==> config.mk <==
export PLATFORM = sky130hd
export DESIGN_NAME = ripple_count_monitor_flat
export DESIGN_NICKNAME = d
export VERILOG_FILES = /design/src/rtl/ripple_count_monitor_if.sv /design/src/rtl/ripple_count_monitor.sv /design/src/flat_wrapper.sv
export SDC_FILE = /design/constraint.sdc
export NUM_CORES = 1
export LEC_CHECK = 0
export CAP_MARGIN = 40
export CELL_PAD_IN_SITES_DETAIL_PLACEMENT = 0
export CELL_PAD_IN_SITES_GLOBAL_PLACEMENT = 1
export CORE_ASPECT_RATIO = 1.75
export CORE_MARGIN = 3
export CORE_UTILIZATION = 25
export DETAILED_ROUTE_END_ITERATION = 12
export DONT_BUFFER_PORTS = 1
export PLACE_DENSITY = 0.46
export REMOVE_ABC_BUFFERS = 1
export SLEW_MARGIN = 20
export SYNTH_ARGS = -nofsm -noshare
export SYNTH_HDL_FRONTEND = slang
export SYNTH_SLANG_ARGS = --single-unit
export TNS_END_PERCENT = 50
==> constraint.sdc <==
create_clock -name clk -period 2.57 [get_ports clk]
set_input_delay 0.257 -clock clk [delete_from_list [all_inputs] [get_ports clk]]
set_output_delay 0.257 -clock clk [all_outputs]
set_load 0.05 [all_outputs]
==> src/rtl/ripple_count_monitor_if.sv <==
// Valid/ready output channel of ripple_count_monitor: one accepted counter
// sample (value plus wrap marker) per handshake.
interface ripple_count_monitor_if #(
  parameter int WIDTH = 4
);
  logic             out_valid;
  logic             out_ready;
  logic [WIDTH-1:0] out_value;
  logic             out_wrap;

  modport master (
    output out_valid,
    output out_value,
    output out_wrap,
    input  out_ready
  );

  modport slave (
    input  out_valid,
    input  out_value,
    input  out_wrap,
    output out_ready
  );
endinterface

==> src/rtl/ripple_count_monitor.sv <==
// Samples an asynchronous ripple counter, rejects ripple transients, checks
// each settled step for wrap/skip and hands samples out through a 2-deep buffer.
module ripple_count_monitor #(
  parameter int WIDTH         = 4,
  parameter int STABLE_CYCLES = 2,
  parameter int WRAP_WIDTH    = 8
) (
  input  logic                  clk,
  input  logic                  reset,
  input  logic [WIDTH-1:0]      cnt_in,
  input  logic                  down,
  ripple_count_monitor_if.master out_if,
  output logic [WRAP_WIDTH-1:0] wrap_count,
  output logic                  err_skip,
  output logic                  err_ovf
);

  localparam int              RUN_W   = 3;
  localparam logic [RUN_W-1:0] RUN_MAX = '1;
  localparam logic [RUN_W-1:0] RUN_HIT = RUN_W'(STABLE_CYCLES - 1);

  localparam logic [1:0] ST_EMPTY = 2'd0;
  localparam logic [1:0] ST_ONE   = 2'd1;
  localparam logic [1:0] ST_TWO   = 2'd2;

  logic [WIDTH-1:0]      sync1_q, sync1_d;
  logic [WIDTH-1:0]      sync2_q, sync2_d;
  logic [WIDTH-1:0]      last_q, last_d;
  logic [RUN_W-1:0]      run_q, run_d;
  logic [WIDTH-1:0]      acc_q, acc_d;
  logic [WRAP_WIDTH-1:0] wrap_count_q, wrap_count_d;
  logic                  err_skip_q, err_skip_d;
  logic                  err_ovf_q, err_ovf_d;
  logic [1:0]            state_q, state_d;
  logic [WIDTH-1:0]      out_value_q, out_value_d;
  logic                  out_wrap_q, out_wrap_d;
  logic [WIDTH-1:0]      pend_value_q, pend_value_d;
  logic                  pend_wrap_q, pend_wrap_d;

  logic             same;
  logic             accept;
  logic [WIDTH-1:0] delta;
  logic             step_wrap;
  logic             handshake;

  // Two-flop synchronizer followed by the run-length stability filter.
  always_comb begin
    sync1_d = cnt_in;
    sync2_d = sync1_q;
    last_d  = sync2_q;
    same    = (sync2_q == last_q);
    run_d   = '0;
    if (same) begin
      run_d = (run_q == RUN_MAX) ? run_q : run_q + 1'b1;
    end
    // Fires exactly once per settled value; acc then matches sync2.
    accept = (run_q == RUN_HIT) && same && (sync2_q != acc_q);
    acc_d  = accept ? sync2_q : acc_q;
  end

  // Step check against the previously accepted value.
  always_comb begin
    delta        = down ? (acc_q - sync2_q) : (sync2_q - acc_q);
    step_wrap    = down ? (sync2_q > acc_q) : (sync2_q < acc_q);
    wrap_count_d = wrap_count_q + WRAP_WIDTH'(accept && step_wrap);
    err_skip_d   = err_skip_q | (accept && (delta != WIDTH'(1)));
  end

  // Output register plus one pending slot; pending is the newer sample.
  always_comb begin
    handshake    = (state_q != ST_EMPTY) && out_if.out_ready;
    state_d      = state_q;
    out_value_d  = out_value_q;
    out_wrap_d   = out_wrap_q;
    pend_value_d = pend_value_q;
    pend_wrap_d  = pend_wrap_q;
    err_ovf_d    = err_ovf_q;
    case (state_q)
      ST_EMPTY: begin
        if (accept) begin
          out_value_d = sync2_q;
          out_wrap_d  = step_wrap;
          state_d     = ST_ONE;
        end
      end
      ST_ONE: begin
        if (accept && handshake) begin
          out_value_d = sync2_q;
          out_wrap_d  = step_wrap;
        end else if (accept) begin
          pend_value_d = sync2_q;
          pend_wrap_d  = step_wrap;
          state_d      = ST_TWO;
        end else if (handshake) begin
          state_d = ST_EMPTY;
        end
      end
      ST_TWO: begin
        if (handshake) begin
          out_value_d = pend_value_q;
          out_wrap_d  = pend_wrap_q;
          if (accept) begin
            pend_value_d = sync2_q;
            pend_wrap_d  = step_wrap;
          end else begin
            state_d = ST_ONE;
          end
        end else if (accept) begin
          // Consumer stalled with both slots full: newest sample wins.
          pend_value_d = sync2_q;
          pend_wrap_d  = step_wrap;
          err_ovf_d    = 1'b1;
        end
      end
      default: begin
        state_d = ST_EMPTY;
      end
    endcase
  end

  always_ff @(posedge clk) begin
    if (reset) begin
      sync1_q      <= '0;
      sync2_q      <= '0;
      last_q       <= '0;
      run_q        <= '0;
      acc_q        <= '0;
      wrap_count_q <= '0;
      err_skip_q   <= 1'b0;
      err_ovf_q    <= 1'b0;
      state_q      <= ST_EMPTY;
      out_value_q  <= '0;
      out_wrap_q   <= 1'b0;
      pend_value_q <= '0;
      pend_wrap_q  <= 1'b0;
    end else begin
      sync1_q      <= sync1_d;
      sync2_q      <= sync2_d;
      last_q       <= last_d;
      run_q        <= run_d;
      acc_q        <= acc_d;
      wrap_count_q <= wrap_count_d;
      err_skip_q   <= err_skip_d;
      err_ovf_q    <= err_ovf_d;
      state_q      <= state_d;
      out_value_q  <= out_value_d;
      out_wrap_q   <= out_wrap_d;
      pend_value_q <= pend_value_d;
      pend_wrap_q  <= pend_wrap_d;
    end
  end

  assign out_if.out_valid = (state_q != ST_EMPTY);
  assign out_if.out_value = out_value_q;
  assign out_if.out_wrap  = out_wrap_q;
  assign wrap_count       = wrap_count_q;
  assign err_skip         = err_skip_q;
  assign err_ovf          = err_ovf_q;

endmodule

==> src/flat_wrapper.sv <==
// flat-port wrapper written by rule: the top's interface ports become plain ports
module ripple_count_monitor_flat 
#(
  parameter int WIDTH         = 4,
  parameter int STABLE_CYCLES = 2,
  parameter int WRAP_WIDTH    = 8
)
  (clk, reset, cnt_in, down, wrap_count, err_skip, err_ovf, out_if_out_valid, out_if_out_value, out_if_out_wrap, out_if_out_ready);
  ripple_count_monitor_if #(.WIDTH(WIDTH)) out_if_i ();
  input  logic clk;
  input  logic reset;
  input  logic [WIDTH-1:0] cnt_in;
  input  logic down;
  output logic [WRAP_WIDTH-1:0] wrap_count;
  output logic err_skip;
  output logic err_ovf;
  output wire logic [$bits(out_if_i.out_valid)-1:0] out_if_out_valid;
  output wire logic [$bits(out_if_i.out_value)-1:0] out_if_out_value;
  output wire logic [$bits(out_if_i.out_wrap)-1:0] out_if_out_wrap;
  input wire logic [$bits(out_if_i.out_ready)-1:0] out_if_out_ready;
  assign out_if_out_valid = out_if_i.out_valid;
  assign out_if_out_value = out_if_i.out_value;
  assign out_if_out_wrap = out_if_i.out_wrap;
  assign out_if_i.out_ready = out_if_out_ready;
  ripple_count_monitor #(.WIDTH(WIDTH), .STABLE_CYCLES(STABLE_CYCLES), .WRAP_WIDTH(WRAP_WIDTH)) u_core (.clk(clk), .reset(reset), .cnt_in(cnt_in), .down(down), .out_if(out_if_i), .wrap_count(wrap_count), .err_skip(err_skip), .err_ovf(err_ovf));
endmodule
; ---- Word-level counts from Yosys, hierarchy flattened
; Cells that the tools add are included.
[classes]
n_addsub = 4
order_cmp = 2
eq_ne = 13
n_mux = 23
bitwise_logic = 3
reduce_logical = 15
[ops]
columns = operator, count
row1 = 2-to-1 mux 4 bit, 6
row2 = 2-to-1 mux 2 bit, 6
row3 = one-hot mux 4 bit (3 select lines), 1
row4 = adder 8 x 1 -> 8 bit, 1
row5 = one-hot mux 4 bit (2 select lines), 1
row6 = subtractor 4 bit, 2
row7 = logical AND 1 bit, 6
row8 = 2-to-1 mux 1 bit, 6
row9 = != test 2 x 1 -> 1 bit (second input constant), 3
row10 = one-hot mux 2 bit (3 select lines), 1
row11 = AND reduction 5 bit, 1
row12 = equality test 4 bit, 1
row13 = greater-than comparator 4 bit, 1
row14 = < comparator 4 bit, 1
row15 = != test 2 bit (second input constant), 2
row16 = != test 4 x 1 -> 1 bit (second input constant), 1
row17 = != test 4 bit, 1
row18 = AND reduction 4 bit, 1
row19 = nonzero test 2 bit, 2
row20 = adder 3 x 1 -> 3 bit (second input constant), 1
row21 = equality test 3 x 1 -> 1 bit (second input constant), 1
row22 = equality test 3 bit (second input constant), 1
row23 = != test 3 x 1 -> 1 bit (second input constant), 1
row24 = one-hot mux 1 bit (3 select lines), 1
row25 = 10 further kinds, 11
[totals]
register_bits = 41
input_bits = 8
output_inout_bits = 16
elab_cells = 73

; ---- Longest topological paths before layout
[depth]
depth_word = 6
ltp_mapped = 12

; ---- Least setup slack after synthesis
; Ideal clock, no wire load.
[synth_timing]
kind = register to register
start = register u_core.sync2_q[0] (netlist: u_core.last_d[0])
end = register u_core.wrap_count_q[5] (netlist: u_core.wrap_count[5])
setup_ns = 0.128
arrival_time_ns = 2.204
slack_ns = 0.239
stages_incl_launch_ff = 13
cell_sequence = dfxtp_1 > inv_1 > ha_1 > fa_1 > nor2b_1 > a221oi_1 > mux2i_1 > and2_1 > ha_1 > and3_1 > nand3_1 > xor2_1 > nor2_1
[synth_between]
elab_chain_cells = 5
elab_cells_between_ends = 9
[synth_lines]
columns = element, line_no
row1 = start: declaration, ripple_count_monitor.sv:27  ; logic [WIDTH-1:0] sync2_q, sync2_d;
row2 = start signal: assignment, ripple_count_monitor.sv:138  ; sync2_q <= sync2_d;
row3 = branches (longest 3 deep; another with < comparator 4 bit), -
row4 = logical AND 1 bit *, ripple_count_monitor.sv:65  ; wrap_count_d = wrap_count_q + WRAP_WIDTH'(accept && step_wrap);
row5 = adder 8 x 1 -> 8 bit *, ripple_count_monitor.sv:65
row6 = end signal: assignment, ripple_count_monitor.sv:142  ; wrap_count_q <= wrap_count_d;
row7 = end: declaration, ripple_count_monitor.sv:31  ; logic [WRAP_WIDTH-1:0] wrap_count_q, wrap_count_d;
; Every way passes the cells marked *.
; A chain may end at the register's enable or synchronous reset.

; ---- Worst setup path after layout
[layout_timing]
start = register u_core.sync2_q[0] (netlist: u_core.last_d[0])
end = register u_core.wrap_count_q[7] (netlist: u_core.wrap_count[7])
; Same word-level chain as after synthesis.

==> results.py <==
metrics = {
    "power_and_ir_drop": {
        "power_density_nw_per_um2": 712,
        "vdd_drop_max_v": 0.000428,
        "report.power.total_w": 0.00161,
        "p_seq_share_pct": 42.1,
        "p_int_w": 0.00126,
        "clkPwrFrac_pct": 51.0,
        "power.leakage_nw": 0.831,
        "swShare_pct": 21.7,
        "p_comb_share_pct": 6.9,
        "p_switching_w": 0.000350,
    },
    "worst_setup_path": {
        "crit_required_ns": 2.80,
        "timing.critical_path.mode_cell": "ha_2",
        "cp-end-kind": "flop",
        "path_class": "reg2reg",
        "setup.worst_path.start_class": "flop",
        "worstPathArrival_ns": 2.60,
        "cp_top_family": "simple AND/OR/NAND/NOR gates",
        "slowest_stage": "dfxtp_1",
        "crit_buf_inv": 1,
        "critPathMaxStageDelay_ns": 0.34,
        "cp_cell_sequence": "inv_2 > ha_2 > fa_2 > nor2b_1 > a221oi_2 > mux2i_1 > and2_1 > ha_2 > and3_4 > nand3_1 > xor2_1 > nor2_1",
        "cp_max_fo": 3,
    },
    "run_status": {
        "outcome": "finished, final reports clean",
    },
    "grt": {
        "track_usage_pct": 10.5,
        "grt_pass1_vias": 1421,
        "grt_pass1_wl_um": 6980,
        "grt_antenna_before_repair": 0,
        "gr-total-overflow": 0,
        "grt_max_degree": 41,
    },
    "timing": {
        "tightest_slew_ns": 0.607,
        "setup_viol_count_final": 0,
        "hold_violations": 0,
        "slew_violations": 0,
        "final.period_utilization_pct": 92.5,
        "relSlewSlack_pct": 59.5,
        "rsz0062_at_grt": "false",
        "clock_skew_ns": 0.00221,
        "fmax_ghz": 0.421,
        "whs_ns": 0.0350,
        "min_period_ns": 2.38,
        "setup_tns_ns": 0,
    },
    "synth": {
        "avgSynthCellArea_um2": 9.37,
        "ys.warnings.count": 0,
        "synth_flop_cell": "dfxtp_1",
        "seq_area_frac_synth_pct": 43.8,
        "synth_top_family_by_area": "simple AND/OR/NAND/NOR gates",
        "syn-cell-area_um2": 1870,
        "netlist_instances": 200,
        "synthMuxAreaShare_pct": 5.88,
        "synth_edf_count": 0,
        "synth_top_cell_by_area": "dfxtp_1",
        "synth_compound_gate_area_share_pct": 8.95,
        "synth_cell_types": 34,
        "synthXorXnorAreaFrac_pct": 5.61,
        "ys_seq_elements": 41,
        "synthSimpleGateAreaFrac_pct": 22.8,
        "synthArstFlopShare_pct": 0,
        "synth_top_area_share_pct": 43.8,
        "synthAdderAreaFrac_pct": 10.2,
        "synth_area_leaders": "dfxtp_1 (44%), ha_1 (8.0%), nor2_1 (6.0%), mux2i_1 (5.9%), nor2b_1 (5.0%)",
    },
    "detailed_routing": {
        "drt-total-wl_um": 4210,
        "vias": 1372,
        "drtIter0Drc": 23,
        "ant_nets": 0,
        "via_per_inst": 4.59,
        "routedWlPerCell_um": 14.1,
        "drtPass1Iterations": 4,
        "drc": 0,
    },
    "clock_network": {
        "clock_latency_ns": 0.28,
        "clockRootBuffer": "clkbuf_16",
        "clock_sinks": 41,
        "cts_buffer_depth": 2,
        "clk_pin_slew_worst_paths_ns": 0.06,
        "cts_tree": "built",
        "htreeDepth": 2,
        "cts_buffers": 5,
    },
    "layout": {
        "syn2layout_area_growth_pct": 20.9,
        "final_cells": 299,
        "layout-drive-gt1-share_pct": 15.0,
        "n_antenna_cell": 0,
        "layout.nets": 234,
        "fill_cells": 772,
    },
    "place": {
        "portBuffers": 0,
        "dp.cells": 290,
        "globalplace.congestion": 0.783,
        "dpl.hpwl_um": 3190,
    },
    "min_path": {
        "hold_class": "in2reg",
    },
    "floorplan": {
        "die_area_um2": 8610,
        "core_area_um2": 7230,
        "start_util_pct": 25.9,
        "die_h_um": 121,
        "rows": 41,
        "die_w_um": 71.4,
        "num_io_pins": 24,
    },
    "job": {
        "max-cap-violations": 0,
    },
}
per-stage QoR:
| stage | worst slack, ns | area (um2) | util [%] |
|---|---|---|---|
| 6_report | 0.193 | 2260 | 31.3 |
| 5_1_grt | 0.0250 | 2260 | 31.3 |
| 4_1_cts | 0.0601 | 2220 | 30.7 |
| 3_5_place_dp | 0.0967 | 2030 | 28.1 |
| 3_3_place_gp | 0.105 | 2030 | 28.1 |
| 2_1_floorplan | 0.244 | 1850 | - |
kinds of logic (layout without fill, tap and decap cells):
kind of cell / Yosys count / count (layout)
adders and majority gates: 14 / 14
DFF: 41 / 41
AOI/OAI and AO/OA: 26 / 26
buffers and inverters: 14 / 27
and+or+nand+nor: 82 / 82
xor gates and xnor gates: 12 / 12
muxes: 11 / 11
metal layers:
metal / up-vias / wire (um) / global-route usage (%)
met3: 6 / 227 / 3.66
met5: - / 0 / 0
met2: 24 / 2270 / 18.5
met4: 0 / 95 / 4.94
met1: 649 / 1610 / 10.9
li1: 693 / - / -
final cells by class:
class,count,area [um2],share of cell area [%]
Timing Repair Buffer,10,75.1,3.31
Tap cell,86,108,4.75
Sequential cell,41,821,36.2
Clock inverter,3,68.8,3.04
Inverter,9,33.8,1.49
Clock buffer,5,125,5.52
Multi-Input combinational cell,145,1030,45.6
layout by cell type (no fill, tap or decap), types with 7 or more instances in the layout:
cell | Yosys | routed
mux2i_1 | 11 | 11
buf_4 | 0 | 10
inv_1 | 9 | 8
ha_1 | 12 | 8
nand2_1 | 15 | 15
nor2_1 | 30 | 30
a21oi_1 | 7 | 7
nor2b_1 | 15 | 15
o21ai_0 | 8 | 8
dfxtp_1 | 41 | 41
path summary, 6_finish.rpt:
check	start	to	cells after the start	slack, ns
worst max-delay path	u_core.last_d[0]	u_core.wrap_count[7]	12	0.19
worst min register to register	u_core.sync1_q[1]	u_core.last_d[1]	1	0.44
worst min-delay path	reset	u_core.wrap_count[2]	1	0.03
worst max register to register	u_core.last_d[0]	u_core.wrap_count[7]	12	0.19
synth_stat cells, drive strengths merged, types with 2 or more instances:
master	count
a21oi	7
a311oi	5
and3	2
clkbuf	4
dfxtp	41
fa	2
ha	12
inv	9
mux2i	11
nand2	15
nand2b	2
nand3	5
nand4	3
nor2	31
nor2b	15
nor3	2
o21a	2
o21ai	9
or2	2
xnor2	6
xor2	6
what timing repair did:
action	in CTS	in global routing
setup buffers	0	1
endpoints found under the setup margin	0	4
gates resized for setup	0	8
hold buffers	0	0
flip-flops by register name, indices dropped and copies added, names as in the netlist, 2 cells and up:
| name | flops |
|---|---|
| u_core.last_q | 4 |
| u_core.last_d | 4 |
| u_core.acc_q | 4 |
| u_core.run_q | 3 |
| u_core.sync1_q | 4 |
| u_core.out_if.out_value | 4 |
| u_core.pend_value_q | 4 |
| u_core.wrap_count | 8 |
| u_core.state_q | 2 |
power groups by stage:
stage          combinational (W)  sequential (W)  clock (W)
2_1_floorplan          0.0000747        0.000691          0
3_3_place_gp            0.000106        0.000692          0
3_5_place_dp            0.000107        0.000693          0
4_1_cts                 0.000108        0.000678   0.000849
5_1_grt                 0.000126        0.000680   0.000872
6_report                0.000111        0.000678   0.000822
Power figures use the tool's default switching activity.
